$ cat src/rtl/sa_pkg.sv
// Shared constants for the systolic-array result path: array geometry and the
// collector's state encoding.
package sa_pkg;
  localparam int SA_N  = 4;
  localparam int SA_DW = 16;
  localparam int SA_OW = 16;

  localparam logic [1:0] SA_RC_IDLE    = 2'd0;
  localparam logic [1:0] SA_RC_COLLECT = 2'd1;
  localparam logic [1:0] SA_RC_DRAIN   = 2'd2;
endpackage

$ cat src/rtl/sa_lane_sat.sv
// One lane of the result read path: signed DW -> OW, truncating by default or
// saturating (with a clip indication) when SA_RESULT_SAT_EN is defined.
module sa_lane_sat
  import sa_pkg::*;
#(
  parameter int DW = SA_DW,
  parameter int OW = SA_OW
) (
  input  logic [DW-1:0] lane_i,
`ifdef SA_RESULT_SAT_EN
  output logic          clip_o,
`endif
  output logic [OW-1:0] lane_o
);

`ifdef SA_RESULT_SAT_EN
  logic fits;

  // Value is representable when every bit from the OW sign position upward agrees.
  assign fits   = (&lane_i[DW-1:OW-1]) | ~(|lane_i[DW-1:OW-1]);
  assign clip_o = ~fits;

  always_comb begin
    lane_o = lane_i[OW-1:0];
    if (!fits) begin
      lane_o = lane_i[DW-1] ? {1'b1, {(OW-1){1'b0}}} : {1'b0, {(OW-1){1'b1}}};
    end
  end
`else
  assign lane_o = lane_i[OW-1:0];
`endif

endmodule

$ cat src/rtl/sa_result_collector.sv
// Captures N bottom-first result rows, drains them top-first over valid/ready; last beat -> m_valid in 1 cycle.
// Rows hold while m_ready=0; busy blocks new shift-outs. SA_RESULT_SAT_EN adds lane saturation and sat_flag.
module sa_result_collector
  import sa_pkg::*;
#(
  parameter int N  = SA_N,
  parameter int DW = SA_DW,
  parameter int OW = SA_OW,
  localparam int RW = (N > 1) ? $clog2(N) : 1
) (
  input  logic            clk,
  input  logic            rst,
  input  logic            res_valid,
  input  logic [N*DW-1:0] res_data,
  output logic            busy,
  output logic            m_valid,
  input  logic            m_ready,
  output logic [N*OW-1:0] m_data,
  output logic [RW-1:0]   m_row,
  output logic            m_last,
  output logic            ovf_err,
`ifdef SA_RESULT_SAT_EN
  output logic            sat_flag,
`endif
  output logic            done
);

  localparam int CW = $clog2(N + 1);
  localparam logic [RW-1:0] LAST_ROW = RW'(N - 1);

  logic [1:0]      state_q, state_d;
  logic [CW-1:0]   beat_q, beat_d;
  logic [RW-1:0]   ptr_q, ptr_d;
  logic            busy_q, busy_d;
  logic            m_valid_q, m_valid_d;
  logic [N*OW-1:0] m_data_q, m_data_d;
  logic            m_last_q, m_last_d;
  logic            ovf_q, ovf_d;
  logic [N*DW-1:0] buf_q [N];

  logic            capture, final_beat, hs, load;
  logic [RW-1:0]   wr_idx, rd_idx;
  logic [N*DW-1:0] rd_row;
  logic [N*OW-1:0] rd_conv;
`ifdef SA_RESULT_SAT_EN
  logic [N-1:0]    rd_clip;
`endif

  assign capture    = res_valid & ~busy_q;
  assign final_beat = capture & (beat_q == CW'(N - 1));
  assign hs         = m_valid_q & m_ready;
  assign load       = final_beat | (hs & ~m_last_q);
  assign wr_idx     = LAST_ROW - beat_q[RW-1:0];
  assign rd_idx     = ptr_q + RW'(1);

  // The final beat lands in row 0, so it bypasses the buffer straight to the output register.
  assign rd_row = final_beat ? res_data : buf_q[rd_idx];

  for (genvar j = 0; j < N; j++) begin : g_lane
    sa_lane_sat #(.DW(DW), .OW(OW)) u_sat (
      .lane_i (rd_row[j*DW +: DW]),
`ifdef SA_RESULT_SAT_EN
      .clip_o (rd_clip[j]),
`endif
      .lane_o (rd_conv[j*OW +: OW])
    );
  end

  always_comb begin
    state_d   = state_q;
    beat_d    = beat_q;
    ptr_d     = ptr_q;
    busy_d    = busy_q;
    m_valid_d = m_valid_q;
    m_data_d  = m_data_q;
    m_last_d  = m_last_q;
    ovf_d     = ovf_q | (res_valid & busy_q);
    case (state_q)
      SA_RC_IDLE, SA_RC_COLLECT: begin
        if (capture) begin
          state_d = SA_RC_COLLECT;
          beat_d  = beat_q + 1'b1;
          if (final_beat) begin
            state_d   = SA_RC_DRAIN;
            beat_d    = '0;
            ptr_d     = '0;
            busy_d    = 1'b1;
            m_valid_d = 1'b1;
            m_data_d  = rd_conv;
            m_last_d  = (N == 1);
          end
        end
      end
      SA_RC_DRAIN: begin
        if (hs) begin
          if (m_last_q) begin
            state_d   = SA_RC_IDLE;
            ptr_d     = '0;
            busy_d    = 1'b0;
            m_valid_d = 1'b0;
            m_last_d  = 1'b0;
          end else begin
            ptr_d    = rd_idx;
            m_data_d = rd_conv;
            m_last_d = (rd_idx == LAST_ROW);
          end
        end
      end
      default: state_d = SA_RC_IDLE;
    endcase
  end

  always_ff @(posedge clk) begin
    if (rst) begin
      state_q   <= SA_RC_IDLE;
      beat_q    <= '0;
      ptr_q     <= '0;
      busy_q    <= 1'b0;
      m_valid_q <= 1'b0;
      m_data_q  <= '0;
      m_last_q  <= 1'b0;
      ovf_q     <= 1'b0;
    end else begin
      state_q   <= state_d;
      beat_q    <= beat_d;
      ptr_q     <= ptr_d;
      busy_q    <= busy_d;
      m_valid_q <= m_valid_d;
      m_data_q  <= m_data_d;
      m_last_q  <= m_last_d;
      ovf_q     <= ovf_d;
    end
  end

  always_ff @(posedge clk) begin
    if (capture) begin
      buf_q[wr_idx] <= res_data;
    end
  end

`ifdef SA_RESULT_SAT_EN
  logic [N-1:0] m_clip_q;
  logic         sat_q;

  // Clip bits travel with the registered row so the flag reflects accepted rows only.
  always_ff @(posedge clk) begin
    if (rst) begin
      m_clip_q <= '0;
      sat_q    <= 1'b0;
    end else begin
      if (load) begin
        m_clip_q <= rd_clip;
      end
      if (hs && (|m_clip_q)) begin
        sat_q <= 1'b1;
      end
    end
  end

  assign sat_flag = sat_q;
`endif

  assign busy    = busy_q;
  assign m_valid = m_valid_q;
  assign m_data  = m_data_q;
  assign m_row   = ptr_q;
  assign m_last  = m_last_q;
  assign ovf_err = ovf_q;
  assign done    = hs & m_last_q;

endmodule

$ cat config.mk
export PLATFORM = sky130hd
export DESIGN_NAME = sa_result_collector
export DESIGN_NICKNAME = d
export VERILOG_FILES = /design/src/rtl/sa_pkg.sv /design/src/rtl/sa_lane_sat.sv /design/src/rtl/sa_result_collector.sv
export SDC_FILE = /design/constraint.sdc
export NUM_CORES = 1
export LEC_CHECK = 0
export CORE_MARGIN = 4
export CORE_UTILIZATION = 60
export CTS_CLUSTER_SIZE = 20
export DETAILED_ROUTE_END_ITERATION = 8
export PLACE_DENSITY = 0.87
export SKIP_LAST_GASP = 1
export SLEW_MARGIN = 5
export SYNTH_ARGS = -nofsm -noshare
export SYNTH_HDL_FRONTEND = slang
export SYNTH_SLANG_ARGS = --single-unit
$ cat constraint.sdc
create_clock -name clk -period 6.1 [get_ports clk]
set_input_delay 1.22 -clock clk [delete_from_list [all_inputs] [get_ports clk]]
set_output_delay 1.22 -clock clk [all_outputs]
set_load 0.1 [all_outputs]
==> results of run 1 <==
cells by family (layout without fill, tap and decap cells):
family / Yosys count / after routing / synth area share
buffers and inverters: 73 / 210 / 0.0327
and+or+nand+nor: 157 / 157 / 0.0523
AOI/OAI and AO/OA: 140 / 140 / 0.0885
muxes: 66 / 66 / 0.113
adders and majority gates: 6 / 6 / 0.00580
DFF: 330 / 330 / 0.708
routing by layer:
layer	vias to the layer above	track usage
met4	0	0.0774
met2	373	0.417
li1	3321	-
met3	55	0.0439
met1	3904	0.312
met5	-	0
power groups by stage:
stage                     Combinational, uW  Sequential [uW]  Clock (uW)
after floorplan                        91.7             2640           0
after global placement                  257             2580           0
after detailed placement                263             2590           0
after CTS                               265             2540        1850
after global routing                    280             2550        1950
final                                   264             2540        1820
cell type report:
class,count,area [sq um]
Fill cell,1230,5800
Multi-Input combinational cell,369,3400
Sequential cell,330,9170
Tap cell,275,344
Inverter,6,22.5
Timing Repair Buffer,146,1440
Clock inverter,9,50.0
Clock buffer,49,923
state kept, by name, summed over array words and instances, names as in the netlist:
signal	flops
m_data	64
buf_q	256
m_last	1
beat_q	3
state_q	2
m_valid	1
m_row	2
ovf_err	1
final timing paths:
kind,start,endpoint,cells after the start
max,m_ready,done,4
min,ovf_err,ovf_err,2
max reg2reg,state_q[1],m_data[30],5
min reg2reg,ovf_err,ovf_err,2
per-stage QoR:
| step | hold WS (ps) | instances | utilization | instance area (sq um) | setup slack, ps |
|---|---|---|---|---|---|
| 2_1_floorplan | 460 | 772 | - | 13000 | 2710 |
| 3_3_place_gp | 449 | 1126 | 0.680 | 14400 | 1680 |
| 3_5_place_dp | 472 | 1126 | 0.680 | 14400 | 1690 |
| 4_1_cts | 487 | 1184 | 0.726 | 15300 | 1670 |
| 5_1_grt | 550 | 1184 | 0.726 | 15300 | 1600 |
| 6_report | 487 | 1184 | 0.726 | 15300 | 1690 |
cells in the final DEF, fill, tap and decap left out, drive strengths merged:
cell type      instances
edfxtp               256
clkdlybuf4s50        137
nand2                128
dfxtp                 74
mux4                  64
a211oi                64
a311oi                64
clkbuf                49
buf                    9
a21oi                  7
inv                    7
clkinv                 7
ha                     6
nor2                   5
and2                   5
nand3b                 4
nand2b                 4
nand3                  2
mux2i                  2
o21ai                  2
o211ai                 2
nor3b                  2
nor2b                  1
nor4bb                 1
a21o                   1
and3b                  1
and4b                  1
or3                    1
nor3                   1
nand4b                 1
clkinvlp               1
worst min-delay path, delay by kind of cell (launching register included):
| family | cells | cell delay, ps |
|---|---|---|
| compound gates | 1 | 40 |
| simple gates | 1 | 70 |
| flops | 1 | 330 |
==> impl_metrics.toml, run 1 <==
[outcome]
status = "finished clean"

[drt]
routedWlPerCell_microns = 24.1
vias = 7653
top_layer = "met4"
routed_wl_microns = 28600
drc = 0
wl_met1_microns = 10500
dr_wl_met3_microns = 2440
ant_nets = 0
via_per_inst = 6.46
route.met2.wl_microns = 14900
first_pass_iters = 5
drt-initial-drc-count = 711

[sta]
worstMarginPinSlew_ps = 1030
timing.fmax_mhz = 227
min_period_over_period = 0.723
rsz0062_at_grt = "false"
hold_viol = 0
setup_viol = 0
clock_skew_ps = 14.9
fin_crit_ps = 4410
slew_headroom = 0.312
setup_tns_ps = 0
slew_violations = 0

[placed_design]
portBuffers = 138
hpwl_microns = 15000
gp_congestion = 0.695

[clocking]
h-tree-depth = 1
hold_buffers = 0
post_cts_resized = 0
clk_latency_ps = 550
path_clk_slew_ps = 60
cts_setup_buffers = 0
cts_buffers = 31
cts.sinks = 330
tritoncts = "built"
clockBufferDepth = 3
clock-root-buffer = "clkbuf_16"

[setup_path]
crit_type = "input pin to output port"
worst_ep_required_time_ps = 4880
cp_max_fo = 4
crit_slowest_cell = "clkdlybuf4s50_1"
crit_path_cell_trace = "clkdlybuf4s50_1 -> nand3_1 -> inv_1 -> clkdlybuf4s50_1"
worst-path-buf-inv = 3
critPathTopFamily = "buffers and inverters"
cpPeakStageDelay_ps = 1140
crit_path_start_kind = "input pin"
endpoint_kind = "output port"
arrival_ps = 3190
crit_top_cell = "clkdlybuf4s50_1"
r2r_slack_ps = 2980

[power_and_ir_drop]
pwr-share-comb = 0.057
switching_power_uw = 985
p_clk_frac = 0.394
internal-power_uw = 3640
power.leakage_uw = 0.00489
power_density_nw_per_um2 = 301
swShare = 0.213
power.total_uw = 4620
max-vdd-ir-drop_v = 0.000210
seq_power_share = 0.549

[job]
max_cap_viol_count = 0

[synth]
syn_area_per_cell_sq_um = 16.8
synth_nets = 846
synthDistinctLibCells = 33
synth.top_cell.area_share = 0.594
async_flop_share = 0
yosys_warnings = 0
netlist_area_sq_um = 13000
yosysTopAreaCell = "edfxtp_1"
yosysMostFrequentCell = "edfxtp_1"
yosysSeqAreaShare = 0.708
synth-edff-count = 256
synth_flop_cell = "edfxtp_1"
synthTopCellsByCount = "edfxtp_1, nand2_1, dfxtp_1"
synth_cells = 772
synth-seq-cells = 330
ys_top_cells_by_area = "edfxtp_1, dfxtp_1, mux4_2, a311oi_1, a211oi_1"

[floorplanning]
die_h_microns = 155
start_util = 0.612
die-width_microns = 155
fp.dieArea_sq_um = 24000
num_rows = 53
io_pins = 139
core_sq_um = 21200

[grt]
overflow = 0
grt_max_degree = 75
grtUsageTotal = 0.241
grt_pass1_vias = 8147
grt_pass1_wl_microns = 45300
antenna_found_initial = 0

[final_layout]
antennaDiodeCount = 0
drive_gt1_frac = 0.151
area_growth_syn_to_layout_pct = 18.5
layout.nets = 958

[hold_path]
hold_path.class = "flop to flop"
Power figures use the tool's default switching activity.
==> run 2: changes to the inputs <==
- CORE_UTILIZATION: 60 -> 51
- PLACE_DENSITY: 0.87 -> 0.79
- clock period: 6.1 -> 3.9 ns (I/O delays scaled with it)
==> run 2 against run 1 <==
  * Clock skew increased by 5.7 ps
  * Clock power increased by 73%
  * Sequential power increased by 56%
  * Sequential share of layout area decreased by 1.2 points
  * Register-to-register slack got worse by 1600 ps
  * Critical path depth decreased by 3
  * Critical path type is now flop to output port
  * Critical endpoint is now busy
==> impl_metrics.toml, run 2 (synthesis results as in run 1) <==
[outcome]
status = "finished clean"

[setup_path]
r2r_slack_ps = 1430
timing.rr.end = "m_data[53]"
cp_max_fo = 13
arrival_ps = 2350
cp-startpoint = "m_valid"
cp.depth = 1
cpPeakStageDelay_ps = 1230
critPathTopFamily = "buffers and inverters"
worst_ep_required_time_ps = 3120
crit_type = "flop to output port"
endpoint = "busy"
worst-path-buf-inv = 1
r2r_cells = 6
endpoint_kind = "output port"
crit_path_cell_trace = "clkdlybuf4s50_1"
crit_path_start_kind = "flop"
regToRegStartpoint = "beat_q[0]"
crit_slowest_cell = "clkdlybuf4s50_1"

[grt]
grt_pass1_wl_microns = 45600
antenna_found_initial = 3
grt_max_degree = 75
overflow = 0
grt_pass1_vias = 7836
grtUsageTotal = 0.206

[sta]
slew_violations = 0
rsz0062_at_grt = "false"
fin_crit_ps = 3130
slew_headroom = 0.336
hold_viol = 0
setup_tns_ps = 0
clock_skew_ps = 20.6
setup_viol = 0
min_period_over_period = 0.802
timing.fmax_mhz = 320
worstMarginPinSlew_ps = 992

[final_layout]
nFillCells = 1794
layout.nets = 970
top_register = "buf_q"
area_growth_syn_to_layout_pct = 21.0
layout_commonest_cell = "edfxtp_1"
final_cell_mix = "edfxtp_1, clkdlybuf4s50_1, nand2_1"
drive_gt1_frac = 0.163
largest_reg_flops = 256

[drt]
drc = 0
first_pass_iters = 4
routed_wl_microns = 28900
routedWlPerCell_microns = 23.1
via_per_inst = 6.05
ant_nets = 0
vias = 7570
drt-initial-drc-count = 771

[power_and_ir_drop]
power.leakage_uw = 0.00502
pwr-share-comb = 0.057
power.total_uw = 7540
switching_power_uw = 1620
internal-power_uw = 5920
power_density_nw_per_um2 = 481
p_clk_frac = 0.416
max-vdd-ir-drop_v = 0.000276
seq_power_share = 0.527
swShare = 0.215

[job]
max_cap_viol_count = 0

[clocking]
post_cts_resized = 0
clockBufferDepth = 3
path_clk_slew_ps = 60
clock-root-buffer = "clkbuf_16"
cts_buffers = 34
tritoncts = "built"
clk_latency_ps = 520
h-tree-depth = 2
cts.sinks = 330
cts_setup_buffers = 0
hold_buffers = 0

[placed_design]
hpwl_microns = 16900
gp_congestion = 0.734
portBuffers = 138

[floorplanning]
num_rows = 58
die_h_microns = 167
start_util = 0.516
die-width_microns = 167
io_pins = 139
core_sq_um = 25100
fp.dieArea_sq_um = 28000

[hold_path]
min_path_cells = 2
hold_path.class = "flop to flop"
run 2: changes by cell type in the layout (fill, tap and decap cells not counted), moves of 4 or more:
| cell | delta |
|---|---|
| clkinv_1 | +4 |
| buf_4 | +6 |
| buf_12 | +7 |
| clkbuf_8 | -7 |
run 2: cell type report:
class                   count  area (sq um)  area share
flip-flops and latches    330          9170       0.585
multi-input cells         369          3400       0.217
repair buffers            155          1590       0.101
clock buffers              43           895      0.0571
well taps                 330           413      0.0263
clock inverters            18           184      0.0117
inverters                   6          22.5     0.00144
diodes                      1          2.50    0.000160
run 2: per-layer routing:
layer,vias to the layer above,routed length [microns],global-route usage
li1,3360,-,-
met1,3830,11700,0.283
met2,330,14400,0.340
met3,46,2330,0.0477
met4,4,479,0.0508
met5,-,25,0
run 2: worst min path at each step:
stage,startpoint,end,slack [ps]
global route,ovf_err,ovf_err,520
finish,ovf_err,ovf_err,490
floorplan,beat_q[2],beat_q[2],460
detailed placement,ovf_err,ovf_err,470
CTS,ovf_err,ovf_err,500
global placement,ovf_err,ovf_err,460
run 2: power by group through the flow:
stage / combinational [uW] / clock, uW / sequential (uW)
2_1_floorplan: 143 / 0 / 4120
4_1_cts: 432 / 3180 / 3970
3_3_place_gp: 423 / 0 / 4040
5_1_grt: 455 / 3360 / 3980
6_report: 430 / 3140 / 3970
3_5_place_dp: 430 / 0 / 4040
run 2: metrics by stage:
step / setup WS [ps] / hold WS (ps) / instance area [sq um] / utilization / cells
finish: 774 / 488 / 15700 / 0.624 / 1252
global route: 723 / 521 / 15700 / 0.624 / 1252
CTS: 774 / 499 / 15700 / 0.624 / 1251
detailed placement: 994 / 474 / 14600 / 0.581 / 1190
global placement: 1060 / 455 / 14600 / 0.581 / 1190
floorplan: 774 / 460 / 13000 / - / 772
